## src/rtl/display_time_scheduler.sv

```systemverilog
// ============================================================================
// display_time_scheduler
// ----------------------------------------------------------------------------
// Drives the shared HH:MM:SS display path of the entry burglar alarm. It:
//   - divides clk down to a 1 Hz tick and keeps a time-of-day counter (tod),
//   - runs the entry-delay countdown and latches the alarm timestamp,
//   - picks the seconds value for the display decoder, blinking it in ALARM.
//
// Ports:
//   clk             system clock
//   reset           asynchronous, active-high reset
//   armed           level, system armed
//   sensor_trip     pulse, entry sensor fired
//   disarm          pulse, valid code entered
//   show_event      pulse, request review of the last alarm timestamp
//   set_valid       pulse, load time of day from set_value
//   set_value       new time of day in seconds
//   display_seconds registered seconds value for the display decoder
//   source_sel      0=time of day, 1=countdown, 2=alarm, 3=review
//   blank           1 = blank the display (alarm blink)
//   alarm_active    1 while in ALARM
//   event_valid     an alarm timestamp has been latched since reset
//   sec_tick        single-cycle 1 Hz pulse
// ============================================================================
module display_time_scheduler #(
    parameter int CLK_FREQ    = 50000000,
    parameter int ENTRY_DELAY = 30,
    parameter int EVENT_HOLD  = 5,
    parameter int DAY_SECONDS = 86400
) (
    input  logic        clk,
    input  logic        reset,
    input  logic        armed,
    input  logic        sensor_trip,
    input  logic        disarm,
    input  logic        show_event,
    input  logic        set_valid,
    input  logic [31:0] set_value,
    output logic [31:0] display_seconds,
    output logic [1:0]  source_sel,
    output logic        blank,
    output logic        alarm_active,
    output logic        event_valid,
    output logic        sec_tick
);

    // State encoding equals the display source code, so source_sel is the
    // state register itself.
    typedef enum logic [1:0] {
        ST_CLOCK  = 2'd0,
        ST_ENTRY  = 2'd1,
        ST_ALARM  = 2'd2,
        ST_REVIEW = 2'd3
    } state_t;

    localparam logic [31:0] PRESC_LAST = 32'(CLK_FREQ - 1);
    localparam logic [31:0] DAY_LIMIT  = 32'(DAY_SECONDS);
    localparam logic [16:0] TOD_LAST   = 17'(DAY_SECONDS - 1);
    localparam logic [15:0] ENTRY_LOAD = 16'(ENTRY_DELAY);
    localparam logic [15:0] HOLD_LOAD  = 16'(EVENT_HOLD);

    state_t      state_q, state_d;
    logic [31:0] presc_q, presc_d;
    logic        sec_tick_q, sec_tick_d;
    logic [16:0] tod_q, tod_d;
    logic [15:0] countdown_q, countdown_d;
    logic [15:0] hold_cnt_q, hold_cnt_d;
    logic [16:0] alarm_ts_q, alarm_ts_d;
    logic        event_valid_q, event_valid_d;
    logic        blank_q, blank_d;
    logic        alarm_active_q, alarm_active_d;
    logic [31:0] display_q, display_d;

    logic        set_ok;
    logic        trip_req;
    logic        enter_alarm;

    // Out-of-range time loads are dropped entirely (prescaler untouched too).
    assign set_ok = set_valid && (set_value < DAY_LIMIT);

    // ---------------- time base and time of day ----------------
    always_comb begin
        presc_d    = presc_q + 32'd1;
        sec_tick_d = 1'b0;
        if (set_ok) begin
            // Loading the time restarts the current second.
            presc_d = 32'd0;
        end else if (presc_q >= PRESC_LAST) begin
            presc_d    = 32'd0;
            sec_tick_d = 1'b1;
        end

        tod_d = tod_q;
        if (set_ok) begin
            tod_d = set_value[16:0];
        end else if (sec_tick_q) begin
            tod_d = (tod_q >= TOD_LAST) ? 17'd0 : tod_q + 17'd1;
        end
    end

    // ---------------- alarm FSM ----------------
    always_comb begin
        state_d       = state_q;
        countdown_d   = countdown_q;
        hold_cnt_d    = hold_cnt_q;
        alarm_ts_d    = alarm_ts_q;
        event_valid_d = event_valid_q;
        trip_req      = 1'b0;
        enter_alarm   = 1'b0;

        case (state_q)
            ST_CLOCK: begin
                if (armed && sensor_trip) begin
                    trip_req = 1'b1;
                end else if (show_event && event_valid_q) begin
                    state_d    = ST_REVIEW;
                    hold_cnt_d = HOLD_LOAD;
                end
            end
            ST_ENTRY: begin
                if (disarm || !armed) begin
                    state_d = ST_CLOCK;
                end else if (sec_tick_q) begin
                    // <= 1 keeps the countdown from ever wrapping below 0.
                    if (countdown_q <= 16'd1) begin
                        enter_alarm = 1'b1;
                        countdown_d = 16'd0;
                    end else begin
                        countdown_d = countdown_q - 16'd1;
                    end
                end
            end
            ST_ALARM: begin
                if (disarm) begin
                    state_d = ST_CLOCK;
                end
            end
            ST_REVIEW: begin
                if (armed && sensor_trip) begin
                    trip_req = 1'b1;
                end else if (sec_tick_q) begin
                    // A hold of 0 expires on the first tick, same as 1.
                    if (hold_cnt_q <= 16'd1) begin
                        state_d = ST_CLOCK;
                    end else begin
                        hold_cnt_d = hold_cnt_q - 16'd1;
                    end
                end
            end
            default: state_d = ST_CLOCK;
        endcase

        if (trip_req) begin
            if (ENTRY_DELAY == 0) begin
                enter_alarm = 1'b1;
            end else begin
                state_d     = ST_ENTRY;
                countdown_d = ENTRY_LOAD;
            end
        end

        // Timestamp is the tod register value before any same-cycle tick/load.
        if (enter_alarm) begin
            state_d       = ST_ALARM;
            alarm_ts_d    = tod_q;
            event_valid_d = 1'b1;
        end
    end

    // ---------------- registered display outputs ----------------
    // Outputs are computed from next-state values so they show the new
    // state exactly one cycle after the triggering input or tick.
    always_comb begin
        blank_d = 1'b0;
        if (state_d == ST_ALARM && state_q == ST_ALARM) begin
            blank_d = sec_tick_q ? ~blank_q : blank_q;
        end

        alarm_active_d = (state_d == ST_ALARM);

        case (state_d)
            ST_CLOCK: display_d = {15'd0, tod_d};
            ST_ENTRY: display_d = {16'd0, countdown_d};
            default:  display_d = {15'd0, alarm_ts_d};
        endcase
    end

    always_ff @(posedge clk or posedge reset) begin
        if (reset) begin
            state_q        <= ST_CLOCK;
            presc_q        <= 32'd0;
            sec_tick_q     <= 1'b0;
            tod_q          <= 17'd0;
            countdown_q    <= 16'd0;
            hold_cnt_q     <= 16'd0;
            alarm_ts_q     <= 17'd0;
            event_valid_q  <= 1'b0;
            blank_q        <= 1'b0;
            alarm_active_q <= 1'b0;
            display_q      <= 32'd0;
        end else begin
            state_q        <= state_d;
            presc_q        <= presc_d;
            sec_tick_q     <= sec_tick_d;
            tod_q          <= tod_d;
            countdown_q    <= countdown_d;
            hold_cnt_q     <= hold_cnt_d;
            alarm_ts_q     <= alarm_ts_d;
            event_valid_q  <= event_valid_d;
            blank_q        <= blank_d;
            alarm_active_q <= alarm_active_d;
            display_q      <= display_d;
        end
    end

    assign display_seconds = display_q;
    assign source_sel      = state_q;
    assign blank           = blank_q;
    assign alarm_active    = alarm_active_q;
    assign event_valid     = event_valid_q;
    assign sec_tick        = sec_tick_q;

endmodule

```

## config.mk

```make
export PLATFORM = sky130hd
export DESIGN_NAME = display_time_scheduler
export DESIGN_NICKNAME = d
export VERILOG_FILES = /design/src/rtl/display_time_scheduler.sv
export SDC_FILE = /design/constraint.sdc
export NUM_CORES = 1
export LEC_CHECK = 0
export ABC_AREA = 1
export CAP_MARGIN = 10
export CORE_MARGIN = 1
export CORE_UTILIZATION = 50
export CTS_BUF_LIST = sky130_fd_sc_hd__clkbuf_4 sky130_fd_sc_hd__clkbuf_8
export DETAILED_ROUTE_END_ITERATION = 10
export PLACE_DENSITY = 0.72
export SETUP_SLACK_MARGIN = 0.3
export SYNTH_ARGS = -nofsm -noshare
export SYNTH_HDL_FRONTEND = slang
export SYNTH_SLANG_ARGS = --single-unit
```

## constraint.sdc

```tcl
create_clock -name clk -period 7.1 [get_ports clk]
set_clock_uncertainty 0.05 [all_clocks]
set_input_delay 1.065 -clock clk [delete_from_list [all_inputs] [get_ports clk]]
set_output_delay 1.065 -clock clk [all_outputs]
set_load 0.02 [all_outputs]
```

## Word level (Yosys, flattened, before mapping)

Cells that the tools add are included.

| operators by class | value |
|---|---|
| multiplexer cells | 38 |
| reduce and logical (&&, ||, !) cells | 11 |
| divide/modulo/power cells | 0 |
| equality and inequality tests | 11 |
| $lt $le $gt $ge | 5 |
| shifts and indexed selects | 0 |
| $add $sub $neg | 4 |
| multiply operators | 0 |
| bitwise gates (word level) | 1 |

Operator list:

| kind | number |
|---|---|
| $mux W16 | 10 |
| $mux W17 | 4 |
| $mux W32 | 2 |
| $pmux W17 S2 | 1 |
| $add A32 B1 Y32 const B | 1 |
| $ge A32 B26 Y1 const B | 1 |
| $le A16 B1 Y1 const B | 2 |
| $lt A32 B17 Y1 const B | 1 |
| $pmux W16 S2 | 1 |
| $sub A16 B1 Y16 const B | 2 |
| $mux W2 | 9 |
| $add A17 B1 Y17 const B | 1 |
| $ge A17 B17 Y1 const B | 1 |
| $ne A2 B2 Y1 const B | 6 |
| $mux W1 | 10 |
| $pmux W2 S4 | 1 |
| $eq A2 B2 Y1 const B | 3 |
| $reduce_and A6 Y1 | 1 |
| $eq A2 B1 Y1 const B | 2 |
| $logic_and A1 B1 Y1 | 4 |
| $logic_not A2 Y1 | 2 |
| $reduce_bool A2 Y1 | 1 |
| $reduce_or A2 Y1 | 1 |
| $logic_not A1 Y1 | 1 |
| other kinds (2) | 2 |

| word-level totals | value |
|---|---|
| output and inout bits | 38 |
| bits in registers | 136 |
| bits of input ports | 39 |
| bits in latches | 0 |
| word-level logic and storage cells | 81 |
| RAM bits | 0 |
| ROM bits | 0 |
| memories | 0 |

## Longest topological paths before layout

Gate-level depths: netlist of the first run.

| logic depth | value |
|---|---|
| depth in word-level cells | 10 |
| gate-level depth with buffers | 13 |
| depth with buffers taken out | 12 |

## Least setup slack after synthesis of the first run

OpenSTA, ideal clock, no wires.

| timing | value |
|---|---|
| path type | input-to-reg |
| from | in disarm |
| to | reg display_q[1], in the netlist display_seconds[1] |
| slack | 4797 ps |
| data arrival time | 2128 ps |
| setup time | 125 ps |
| buffers on the path | 2 |
| stages on the path | 11 |
| data required time | 6925 ps |
| path through | inv_1 > nand3_2 > inv_2 > a211oi_1 > nand2_1 > nand2_2 > nand2_4 > buf_6 > buf_8 > nand2_1 > nand3_1 |

| on the way | value |
|---|---|
| word-level cells in the longest chain between the ends | 7 |
| elaborated cells between the ends (all ways) | 15 |
| classes of those cells | eq/ne: 1; mux: 12; reduce/logical: 2 |

RTL lines:

| item | RTL line | source |
|---|---|---|
| from (decl) | 35 | `input logic disarm,` |
| $logic_or A1 B1 Y1 | 121 | `if (disarm \|\| !armed) begin` |
| $mux W2 | 121 |  |
| $pmux W2 S4 | 111 | `case (state_q)` |
| $mux W2 | 153 | `if (trip_req) begin` |
| $mux W2 (*) | 163 | `if (enter_alarm) begin` |
| net state_d[1] | 62 | `state_t state_q, state_d;` |
| $eq A2 B1 Y1 or $logic_not A2 Y1 (tied branches) | 181 | `case (state_d)` |
| $pmux W17 S2 (*) | 181 |  |
| net display_d[1] | 72 | `logic [31:0] display_q, display_d;` |
| to (signal assigned) | 212 | `display_q <= display_d;` |
| to (decl) | 72 |  |

The timed path passes the listed nets; every way through them passes the cells marked *.
A chain may end at the register's enable or synchronous reset.

## Worst setup path in the final report of the first run

| timing | value |
|---|---|
| from | in armed |
| to | reg display_q[9], in the netlist display_seconds[9] |

| on the way | value |
|---|---|
| word-level cells in the longest chain between the ends | 8 |
| elaborated cells between the ends (all ways) | 20 |
| classes of those cells | eq/ne: 1; mux: 15; reduce/logical: 4 |

RTL lines:

| item | RTL line | source |
|---|---|---|
| from (decl) | 33 | `input logic armed,` |
| $logic_not A1 Y1 | 121 |  |
| $logic_or A1 B1 Y1 | 121 |  |
| $mux W2 | 121 |  |
| $pmux W2 S4 | 111 |  |
| $mux W2 | 153 |  |
| $mux W2 | 163 |  |
| $eq A2 B1 Y1 or $logic_not A2 Y1 (tied branches) | 181 |  |
| $pmux W17 S2 (*) | 181 |  |
| net display_d[9] | 72 |  |

Marks and branches as above.

==> impl_metrics.prom, run 1 <==
# TYPE chip_impl_metric gauge
chip_impl_metric{name="synth.lib_cells_used.distinct",unit=""} 45
chip_impl_metric{name="use_met3",unit=""} 0.05019
chip_impl_info{name="rsz0062_at_grt",value="false"} 1
chip_impl_metric{name="relSlewSlack",unit=""} 0.4705
chip_impl_info{name="crit_family",value="simple AND/OR/NAND/NOR gates"} 1
chip_impl_info{name="regToRegStartpoint",value="source_sel[1]"} 1
chip_impl_metric{name="place.gp.congestion",unit=""} 0.8400
chip_impl_metric{name="crit_required",unit="ns"} 7.37
chip_impl_metric{name="post_route_cells_drive_above_1_share",unit=""} 0.07756
chip_impl_metric{name="area_delta_synth_final",unit="%"} 15.98
chip_impl_metric{name="ir_drop",unit="mV"} 0.1290
chip_impl_metric{name="synth_seq_cells",unit=""} 121
chip_impl_metric{name="finalMaxSlewViolations",unit=""} 0
chip_impl_metric{name="hold-worst-slack",unit="ns"} 0.4158
chip_impl_info{name="setup.worst_path.start",value="armed"} 1
chip_impl_metric{name="post_cts_hold_buffer_count",unit=""} 0
chip_impl_metric{name="dieWidth",unit="um"} 118.8
chip_impl_metric{name="timing.setup.tns",unit="ns"} 0
chip_impl_info{name="setup.worst_path.end_class",value="flip-flop"} 1
chip_impl_metric{name="yosysSeqAreaShare",unit=""} 0.4439
chip_impl_info{name="critical_path.slowest_cell",value="sky130_fd_sc_hd__clkdlybuf4s50_1"} 1
chip_impl_metric{name="post_cts.repair.setup_buffers",unit=""} 0
chip_impl_metric{name="drt-vias-per-instance",unit=""} 5.073
chip_impl_info{name="holdCritStartpoint",value="presc_q[0]"} 1
chip_impl_info{name="synth_ff_type",value="sky130_fd_sc_hd__dfrtp_1"} 1
chip_impl_metric{name="hold_depth",unit=""} 1
chip_impl_metric{name="worstSetupPathDepth",unit=""} 8
chip_impl_metric{name="yosys_warnings",unit=""} 0
chip_impl_metric{name="drc",unit=""} 0
chip_impl_info{name="tritoncts_clock_tree",value="done"} 1
chip_impl_metric{name="power-per-cell-area",unit="mW/mm2"} 250.7
chip_impl_metric{name="worstRegToRegCells",unit=""} 9
chip_impl_metric{name="first_global_vias",unit=""} 5409
chip_impl_info{name="synth.top_cells.by_area",value="sky130_fd_sc_hd__dfrtp_1 44%, sky130_fd_sc_hd__nand2_1 13%, sky130_fd_sc_hd__nor2_1 6.3%"} 1
chip_impl_metric{name="power.leakage",unit="nW"} 3.711
chip_impl_metric{name="count_of_antenna_violating_nets_left_after_detailed_routing",unit=""} 0
chip_impl_metric{name="ctsHtreeMaxLevel",unit=""} 4
chip_impl_metric{name="clock-sinks",unit=""} 121
chip_impl_metric{name="synth-compound-area-share",unit=""} 0.05924
chip_impl_metric{name="mappedNetlistArea",unit="mm2"} 0.006822
chip_impl_metric{name="finalSetupViolCount",unit=""} 0
chip_impl_info{name="cts_root_buffer",value="sky130_fd_sc_hd__clkbuf_8"} 1
chip_impl_metric{name="first_pass_iters",unit=""} 6
chip_impl_metric{name="placementRows",unit=""} 42
chip_impl_metric{name="initial_core_utilization",unit=""} 0.5131
chip_impl_metric{name="globalRouteMet2Util",unit=""} 0.3472
chip_impl_info{name="grt.busiest_layer",value="met2"} 1
chip_impl_info{name="setup.worst_path.start_class",value="input pin"} 1
chip_impl_metric{name="grt.overflow.total",unit=""} 0
chip_impl_info{name="most_used_cell_cp",value="sky130_fd_sc_hd__nand3_1"} 1
chip_impl_metric{name="synthMuxAreaShare",unit=""} 0
chip_impl_metric{name="synth.avg_cell_area",unit="um2"} 7.717
chip_impl_metric{name="max-cap-violations",unit=""} 0
chip_impl_metric{name="synth.top_cell.area_share",unit=""} 0.4439
chip_impl_metric{name="post_synth_inst_count",unit=""} 884
chip_impl_metric{name="worstPathArrival",unit="ns"} 3.26
chip_impl_metric{name="clk-insertion-delay-late",unit="ns"} 0.44
chip_impl_metric{name="synth_simple_gate_area_frac",unit=""} 0.3423
chip_impl_metric{name="gr-usage-met1",unit=""} 0.3390
chip_impl_metric{name="diode_count",unit=""} 0
chip_impl_metric{name="dpl.hpwl",unit="um"} 11090
chip_impl_metric{name="core-area",unit="mm2"} 0.01330
chip_impl_metric{name="average_wire_per_cell_in_the_routed_design",unit="um"} 13.30
chip_impl_metric{name="layout_worst_path_cycle_share",unit=""} 0.4212
chip_impl_metric{name="layout.nets",unit=""} 1003
chip_impl_metric{name="tritoncts_buffer_count",unit=""} 17
chip_impl_metric{name="async_set_or_reset_flop_fraction_in_the_synthesized_netlist",unit=""} 1.000
chip_impl_info{name="worstHoldPathType",value="reg2reg"} 1
chip_impl_metric{name="floorplan.die_area",unit="mm2"} 0.01411
chip_impl_info{name="status",value="finished, final reports clean"} 1
chip_impl_info{name="critical_path.cell_chain",value="clkdlybuf4s50_1 > nand3_2 > inv_2 > nand3_4 > nand2_4 > inv_1 > nand3_1 > nand3_1"} 1
chip_impl_metric{name="final_hold_viol_count",unit=""} 0
chip_impl_metric{name="post_synth_fa_ha_maj_area_fraction",unit=""} 0.01834
chip_impl_metric{name="timing.critical_path.fanout_max",unit=""} 37
chip_impl_metric{name="dr_total_vias",unit=""} 5798
chip_impl_metric{name="die_h",unit="um"} 118.8
chip_impl_info{name="synth_top_cell_by_area",value="sky130_fd_sc_hd__dfrtp_1"} 1
chip_impl_metric{name="cts_max_path_buffers",unit=""} 2
chip_impl_metric{name="grt_start_max_net_pins",unit=""} 65
chip_impl_metric{name="max_clock_freq",unit="MHz"} 334.4
chip_impl_metric{name="cts_resized",unit=""} 0
chip_impl_metric{name="wire_length_of_the_first_global_routing_pass",unit="um"} 25790
chip_impl_info{name="criticalPathCategory",value="in2reg"} 1
chip_impl_metric{name="critical_path.max_stage_delay",unit="ns"} 0.53
chip_impl_metric{name="synthXorXnorAreaFrac",unit=""} 0.05007
chip_impl_metric{name="synth_enable_flop_cells",unit=""} 0
chip_impl_metric{name="overall_fraction_of_global_route_tracks_in_use",unit=""} 0.2314
chip_impl_metric{name="cp.buffers_inverters",unit=""} 3
chip_impl_metric{name="drt-initial-drc-count",unit=""} 496
chip_impl_metric{name="initial_antenna_violation_count",unit=""} 0
chip_impl_metric{name="fin_crit",unit="ns"} 2.990
chip_impl_metric{name="tightestPinTransition",unit="ns"} 0.7942
chip_impl_metric{name="clk_pin_slew",unit="ns"} 0.07
chip_impl_info{name="synth_top_family_by_area",value="simple AND/OR/NAND/NOR gates"} 1
chip_impl_metric{name="drt-total-wl",unit="um"} 15200
chip_impl_metric{name="placement.io_buffers",unit=""} 61
chip_impl_metric{name="boundaryPins",unit=""} 77
## per-layer routing
layer,share of wire,wire [um],vias to the layer above
li1,-,-,2956
met3,0.047,707,9
met2,0.45,6787,150
met5,0,0,-
met1,0.50,7597,2683
met4,0.0070,107,0
## layout by cell type, fill, tap and decap left out, types with 4 or more instances in the layout
cell type                         count
sky130_fd_sc_hd__nor2_4               4
sky130_fd_sc_hd__nand3_1             85
sky130_fd_sc_hd__a31oi_1              5
sky130_fd_sc_hd__clkbuf_8            18
sky130_fd_sc_hd__o31ai_1             10
sky130_fd_sc_hd__clkbuf_4             5
sky130_fd_sc_hd__nor4_1               5
sky130_fd_sc_hd__inv_1               81
sky130_fd_sc_hd__nand2_1            239
sky130_fd_sc_hd__ha_1                10
sky130_fd_sc_hd__clkinv_2             6
sky130_fd_sc_hd__inv_2                5
sky130_fd_sc_hd__nand3b_1             9
sky130_fd_sc_hd__a21oi_1             17
sky130_fd_sc_hd__o21ai_0             15
sky130_fd_sc_hd__o21ai_1             12
sky130_fd_sc_hd__nand4_1             16
sky130_fd_sc_hd__clkdlybuf4s50_1     61
sky130_fd_sc_hd__xnor2_1             12
sky130_fd_sc_hd__nand2_2              5
sky130_fd_sc_hd__xor2_1              27
sky130_fd_sc_hd__nor3_1              22
sky130_fd_sc_hd__conb_1              21
sky130_fd_sc_hd__nor2_2              11
sky130_fd_sc_hd__nor2_1             115
sky130_fd_sc_hd__dfrtp_1            121
## kinds of logic (layout without fill, tap and decap cells)
family          after synthesis  count (layout)
simple gates                522             522
buf+inv                     122             185
flops                       121             121
compound gates               69              69
xor+xnor                     39              39
fa+ha+maj                    10              10
other cells                   1              21
## area by class of cell
type                            count  area (um2)
Tap cell                          176       220.2
Sequential cell                   121        3028
Timing Repair Buffer               64       633.1
Multi-Input combinational cell    661        3284
Fill cell                        1230        5384
Inverter                           89       337.8
Clock inverter                      9       122.6
Clock buffer                       23       285.3
## state kept, by name, indices dropped and copies added, names as in the netlist
signal / cells
blank: 1
sec_tick: 1
alarm_active: 1
tod_q: 17
alarm_ts_q: 17
hold_cnt_q: 16
presc_q: 32
display_seconds: 17
countdown_q: 16
source_sel: 2
event_valid: 1
## report_power, final
group	switching [mW]	internal (mW)	total, mW	leakage (nW)
registers	0.0680	0.760	0.828	1.62
clock network	0.270	0.373	0.642	0.215
logic	0.325	0.188	0.513	1.88
## final timing paths
check,end,slack (ns)
worst min register to register,presc_q[0],0.42
worst min-delay path,presc_q[0],0.42
min in group asynchronous,presc_q[9],1.05
max in group asynchronous,display_seconds[8],4.69
worst max register to register,display_seconds[9],4.54
worst max-delay path,display_seconds[9],4.11
## cell usage after synthesis (2+ instances only)
| cell type | number |
|---|---|
| sky130_fd_sc_hd__nand2_1 | 239 |
| sky130_fd_sc_hd__dfrtp_1 | 121 |
| sky130_fd_sc_hd__nor2_1 | 115 |
| sky130_fd_sc_hd__nand3_1 | 85 |
| sky130_fd_sc_hd__inv_1 | 82 |
| sky130_fd_sc_hd__xor2_1 | 27 |
| sky130_fd_sc_hd__nor3_1 | 22 |
| sky130_fd_sc_hd__buf_4 | 20 |
| sky130_fd_sc_hd__a21oi_1 | 17 |
| sky130_fd_sc_hd__nand4_1 | 16 |
| sky130_fd_sc_hd__o21ai_0 | 15 |
| sky130_fd_sc_hd__o21ai_1 | 12 |
| sky130_fd_sc_hd__xnor2_1 | 12 |
| sky130_fd_sc_hd__nor2_2 | 11 |
| sky130_fd_sc_hd__ha_1 | 10 |
| sky130_fd_sc_hd__o31ai_1 | 10 |
| sky130_fd_sc_hd__nand3b_1 | 9 |
| sky130_fd_sc_hd__buf_2 | 7 |
| sky130_fd_sc_hd__a31oi_1 | 5 |
| sky130_fd_sc_hd__inv_2 | 5 |
| sky130_fd_sc_hd__nand2_2 | 5 |
| sky130_fd_sc_hd__nor4_1 | 5 |
| sky130_fd_sc_hd__buf_6 | 4 |
| sky130_fd_sc_hd__nor2_4 | 4 |
| sky130_fd_sc_hd__o21ai_2 | 3 |
| sky130_fd_sc_hd__nand2_4 | 2 |
| sky130_fd_sc_hd__nand3_2 | 2 |
| sky130_fd_sc_hd__o22ai_1 | 2 |
## worst reg2reg max path, delay by kind of cell (launching register included)
kind,cells,cell delay [ns]
flops,1,0.43
fa+ha+maj,1,0.19
simple gates,5,1.15
buf+inv,3,0.62
## through the flow
stage	power [mW]	cell area (um2)	setup WS [ns]	utilization	instances
finish	1.983	7911	4.110	0.5951	1143
global route	2.100	7911	3.902	0.5951	1143
CTS	1.990	7911	4.128	0.5951	1143
detailed placement	1.345	7503	3.656	0.5644	1111
global placement	1.343	7503	3.701	0.5644	1111
floorplan	1.188	6897	2.771	-	904
No activity file was read; power rests on OpenSTA's default activity.
==> run 2, diff against run 1 <==
Settings changed: PLACE_DENSITY 0.72 to 0.75.
Clock period 7.1 ns to 2.4 ns, I/O delays scaled along.
==> run 2 against run 1 <==
Against the previous run:
- non-clock buffer count increased by 26
- clock power grew to 3.3 times the previous value
- combinational power grew to 3.3 times the previous value
- core utilization grew 3.1 points
- flip-flop and latch count unchanged
- critical path depth rose by 4
- count of clock-buffer cells in the layout fell by 5
- routed wire length increased by 4.0%
- critical endpoint is now display_seconds[1]
- largest power group unchanged
==> impl_metrics.prom, run 2 (same netlist as run 1, synthesis figures left out) <==
# TYPE chip_impl_metric gauge
chip_impl_metric{name="area_delta_synth_final",unit="%"} 21.94
chip_impl_metric{name="ir_drop",unit="mV"} 0.4320
chip_impl_metric{name="ctsHtreeMaxLevel",unit=""} 4
chip_impl_metric{name="critical_path.max_stage_delay",unit="ns"} 0.44
chip_impl_metric{name="post_cts_hold_buffer_count",unit=""} 0
chip_impl_metric{name="drt-initial-drc-count",unit=""} 481
chip_impl_metric{name="wire_length_of_the_first_global_routing_pass",unit="um"} 26230
chip_impl_metric{name="dr_total_vias",unit=""} 6016
chip_impl_info{name="cts_root_buffer",value="sky130_fd_sc_hd__clkbuf_8"} 1
chip_impl_metric{name="tritoncts_buffer_count",unit=""} 17
chip_impl_metric{name="drt-vias-per-instance",unit=""} 5.133
chip_impl_metric{name="worstPathArrival",unit="ns"} 2.29
chip_impl_info{name="layout_commonest_cell",value="sky130_fd_sc_hd__nand2_1"} 1
chip_impl_metric{name="boundaryPins",unit=""} 77
chip_impl_info{name="most_frequent_cells_in_the_layout",value="237 x sky130_fd_sc_hd__nand2_1, 120 x sky130_fd_sc_hd__dfrtp_1, 112 x sky130_fd_sc_hd__nor2_1"} 1
chip_impl_metric{name="globalRouteMet2Util",unit=""} 0.3666
chip_impl_metric{name="drc",unit=""} 0
chip_impl_metric{name="first_global_vias",unit=""} 5646
chip_impl_info{name="critical_path.slowest_cell",value="sky130_fd_sc_hd__dfrtp_2"} 1
chip_impl_metric{name="post_route_cells_drive_above_1_share",unit=""} 0.1175
chip_impl_info{name="tritoncts_clock_tree",value="done"} 1
chip_impl_metric{name="max-cap-violations",unit=""} 0
chip_impl_metric{name="clock-sinks",unit=""} 121
chip_impl_metric{name="count_of_antenna_violating_nets_left_after_detailed_routing",unit=""} 0
chip_impl_metric{name="fin_crit",unit="ns"} 2.026
chip_impl_metric{name="grt_start_max_net_pins",unit=""} 55
chip_impl_metric{name="fin_cells",unit=""} 1172
chip_impl_info{name="worstHoldPathType",value="in2async"} 1
chip_impl_metric{name="power-per-cell-area",unit="mW/mm2"} 754.1
chip_impl_metric{name="final_hold_viol_count",unit=""} 0
chip_impl_metric{name="place.gp.congestion",unit=""} 0.8929
chip_impl_metric{name="core-area",unit="mm2"} 0.01330
chip_impl_metric{name="worst_setup_slack_post_dpl",unit="ns"} 0.07212
chip_impl_info{name="grt.busiest_layer",value="met2"} 1
chip_impl_metric{name="cts_max_path_buffers",unit=""} 2
chip_impl_metric{name="drt-total-wl",unit="um"} 15800
chip_impl_metric{name="initial_core_utilization",unit=""} 0.5131
chip_impl_metric{name="die_h",unit="um"} 118.8
chip_impl_metric{name="grt.overflow.total",unit=""} 0
chip_impl_metric{name="floorplan.die_area",unit="mm2"} 0.01411
chip_impl_metric{name="initial_antenna_violation_count",unit=""} 0
chip_impl_metric{name="timing.critical_path.fanout_max",unit=""} 10
chip_impl_metric{name="gr-usage-met1",unit=""} 0.3268
chip_impl_metric{name="layout.nets",unit=""} 1032
chip_impl_metric{name="layout_worst_path_cycle_share",unit=""} 0.8442
chip_impl_metric{name="finalSetupViolCount",unit=""} 0
chip_impl_metric{name="dieWidth",unit="um"} 118.8
chip_impl_info{name="criticalPathCategory",value="reg2reg"} 1
chip_impl_metric{name="dpl.hpwl",unit="um"} 11310
chip_impl_info{name="setup.worst_path.end_class",value="flip-flop"} 1
chip_impl_metric{name="hold-worst-slack",unit="ns"} 0.2404
chip_impl_metric{name="numPlacedInstances",unit=""} 1124
chip_impl_metric{name="first_pass_iters",unit=""} 5
chip_impl_metric{name="overall_fraction_of_global_route_tracks_in_use",unit=""} 0.2338
chip_impl_metric{name="cp.buffers_inverters",unit=""} 2
chip_impl_metric{name="final_core_util",unit=""} 0.6256
chip_impl_info{name="rsz0062_at_grt",value="true"} 1
chip_impl_info{name="critical_path.cell_chain",value="inv_1 > ha_1 > nor2_1 > nor2_2 > nand3_1 > nand2_1 > nand2_2 > nand2_4 > nand2_8 > buf_4 > nand2_1 > nand3_1"} 1
chip_impl_metric{name="max_clock_freq",unit="MHz"} 493.6
chip_impl_metric{name="design_area",unit="mm2"} 0.008318
chip_impl_metric{name="p_total",unit="mW"} 6.272
chip_impl_metric{name="power.leakage",unit="nW"} 3.889
chip_impl_metric{name="finalMaxSlewViolations",unit=""} 0
chip_impl_metric{name="worst_setup_slack_after_layout",unit="ns"} 0.3740
chip_impl_metric{name="placementRows",unit=""} 42
chip_impl_metric{name="timing.setup.tns",unit="ns"} 0
chip_impl_metric{name="crit_required",unit="ns"} 2.66
chip_impl_info{name="status",value="finished, final reports clean"} 1
chip_impl_metric{name="use_met3",unit=""} 0.04392
chip_impl_metric{name="clk_pin_slew",unit="ns"} 0.08
chip_impl_metric{name="placement.io_buffers",unit=""} 61
chip_impl_info{name="setup.worst_path.start_class",value="flip-flop"} 1
chip_impl_metric{name="average_wire_per_cell_in_the_routed_design",unit="um"} 13.48
chip_impl_info{name="crit_family",value="simple AND/OR/NAND/NOR gates"} 1
chip_impl_metric{name="placed_cell_area",unit="mm2"} 0.007627
chip_impl_info{name="max_flop_register",value="presc_q"} 1
chip_impl_metric{name="clk-insertion-delay-late",unit="ns"} 0.44
chip_impl_metric{name="largest_register_ffs",unit=""} 32
chip_impl_metric{name="diode_count",unit=""} 0
-- run 2: changes by cell type in the layout (fill, tap and decap cells not counted), sizes merged, moves of 2 or more --
cell | previous run | this run
clkbuf | 23 | 18
clkinvlp | 1 | 5
bufinv | 3 | 5
buf | 3 | 29
-- run 2: worst reg2reg max path, cell delays in order (launching register included) --
cell and delay, ns:
sky130_fd_sc_hd__dfrtp_2 0.44, sky130_fd_sc_hd__inv_1 0.09, sky130_fd_sc_hd__ha_1 0.22, sky130_fd_sc_hd__nor2_1 0.08, sky130_fd_sc_hd__nor2_2 0.16, sky130_fd_sc_hd__nand3_1 0.08
sky130_fd_sc_hd__nand2_1 0.08, sky130_fd_sc_hd__nand2_2 0.08, sky130_fd_sc_hd__nand2_4 0.13, sky130_fd_sc_hd__nand2_8 0.10, sky130_fd_sc_hd__buf_4 0.20, sky130_fd_sc_hd__nand2_1 0.09
sky130_fd_sc_hd__nand3_1 0.09
-- run 2: power breakdown --
group	total, mW	internal [mW]	leakage (nW)	switching (mW)
logic	1.70	0.648	2.04	1.05
registers	2.43	2.25	1.62	0.186
clock network	2.14	1.27	0.234	0.866
total	6.27	4.17	3.89	2.10
-- run 2: worst paths after layout --
path | start | endpoint | slack, ns | depth (start not counted)
max | hold_cnt_q[0] | display_seconds[1] | 0.37 | 12
min | reset | presc_q[0] | 0.24 | 2
max reg2reg | hold_cnt_q[0] | display_seconds[1] | 0.37 | 12
min reg2reg | presc_q[0] | presc_q[0] | 0.41 | 1
max in group asynchronous | reset | display_seconds[9] | 1.46 | 3
min in group clk | presc_q[0] | presc_q[0] | 0.41 | 1
-- run 2: area by class of cell --
type                            instances  area, um2
Fill cell                            1199       4977
Multi-Input combinational cell        663       3366
Sequential cell                       121       3029
Timing Repair Buffer                   90      875.8
Inverter                               89      351.6
Clock buffer                           18      247.7
Clock inverter                         14      220.2
Tap cell                              176      220.2
Timing Repair inverter                  1      7.507
-- run 2: metal layers --
metal | up-vias | wire, um
li1 | 3012 | -
met1 | 2829 | 7660
met2 | 153 | 7260
met3 | 22 | 634
met4 | 0 | 247
met5 | - | 0
-- run 2: what timing repair did --
action,in CTS,in global routing
setup endpoints to repair,19,41
buffers inserted,0,13
pin swaps,0,7
gates cloned,1,2
gates resized for setup,6,24
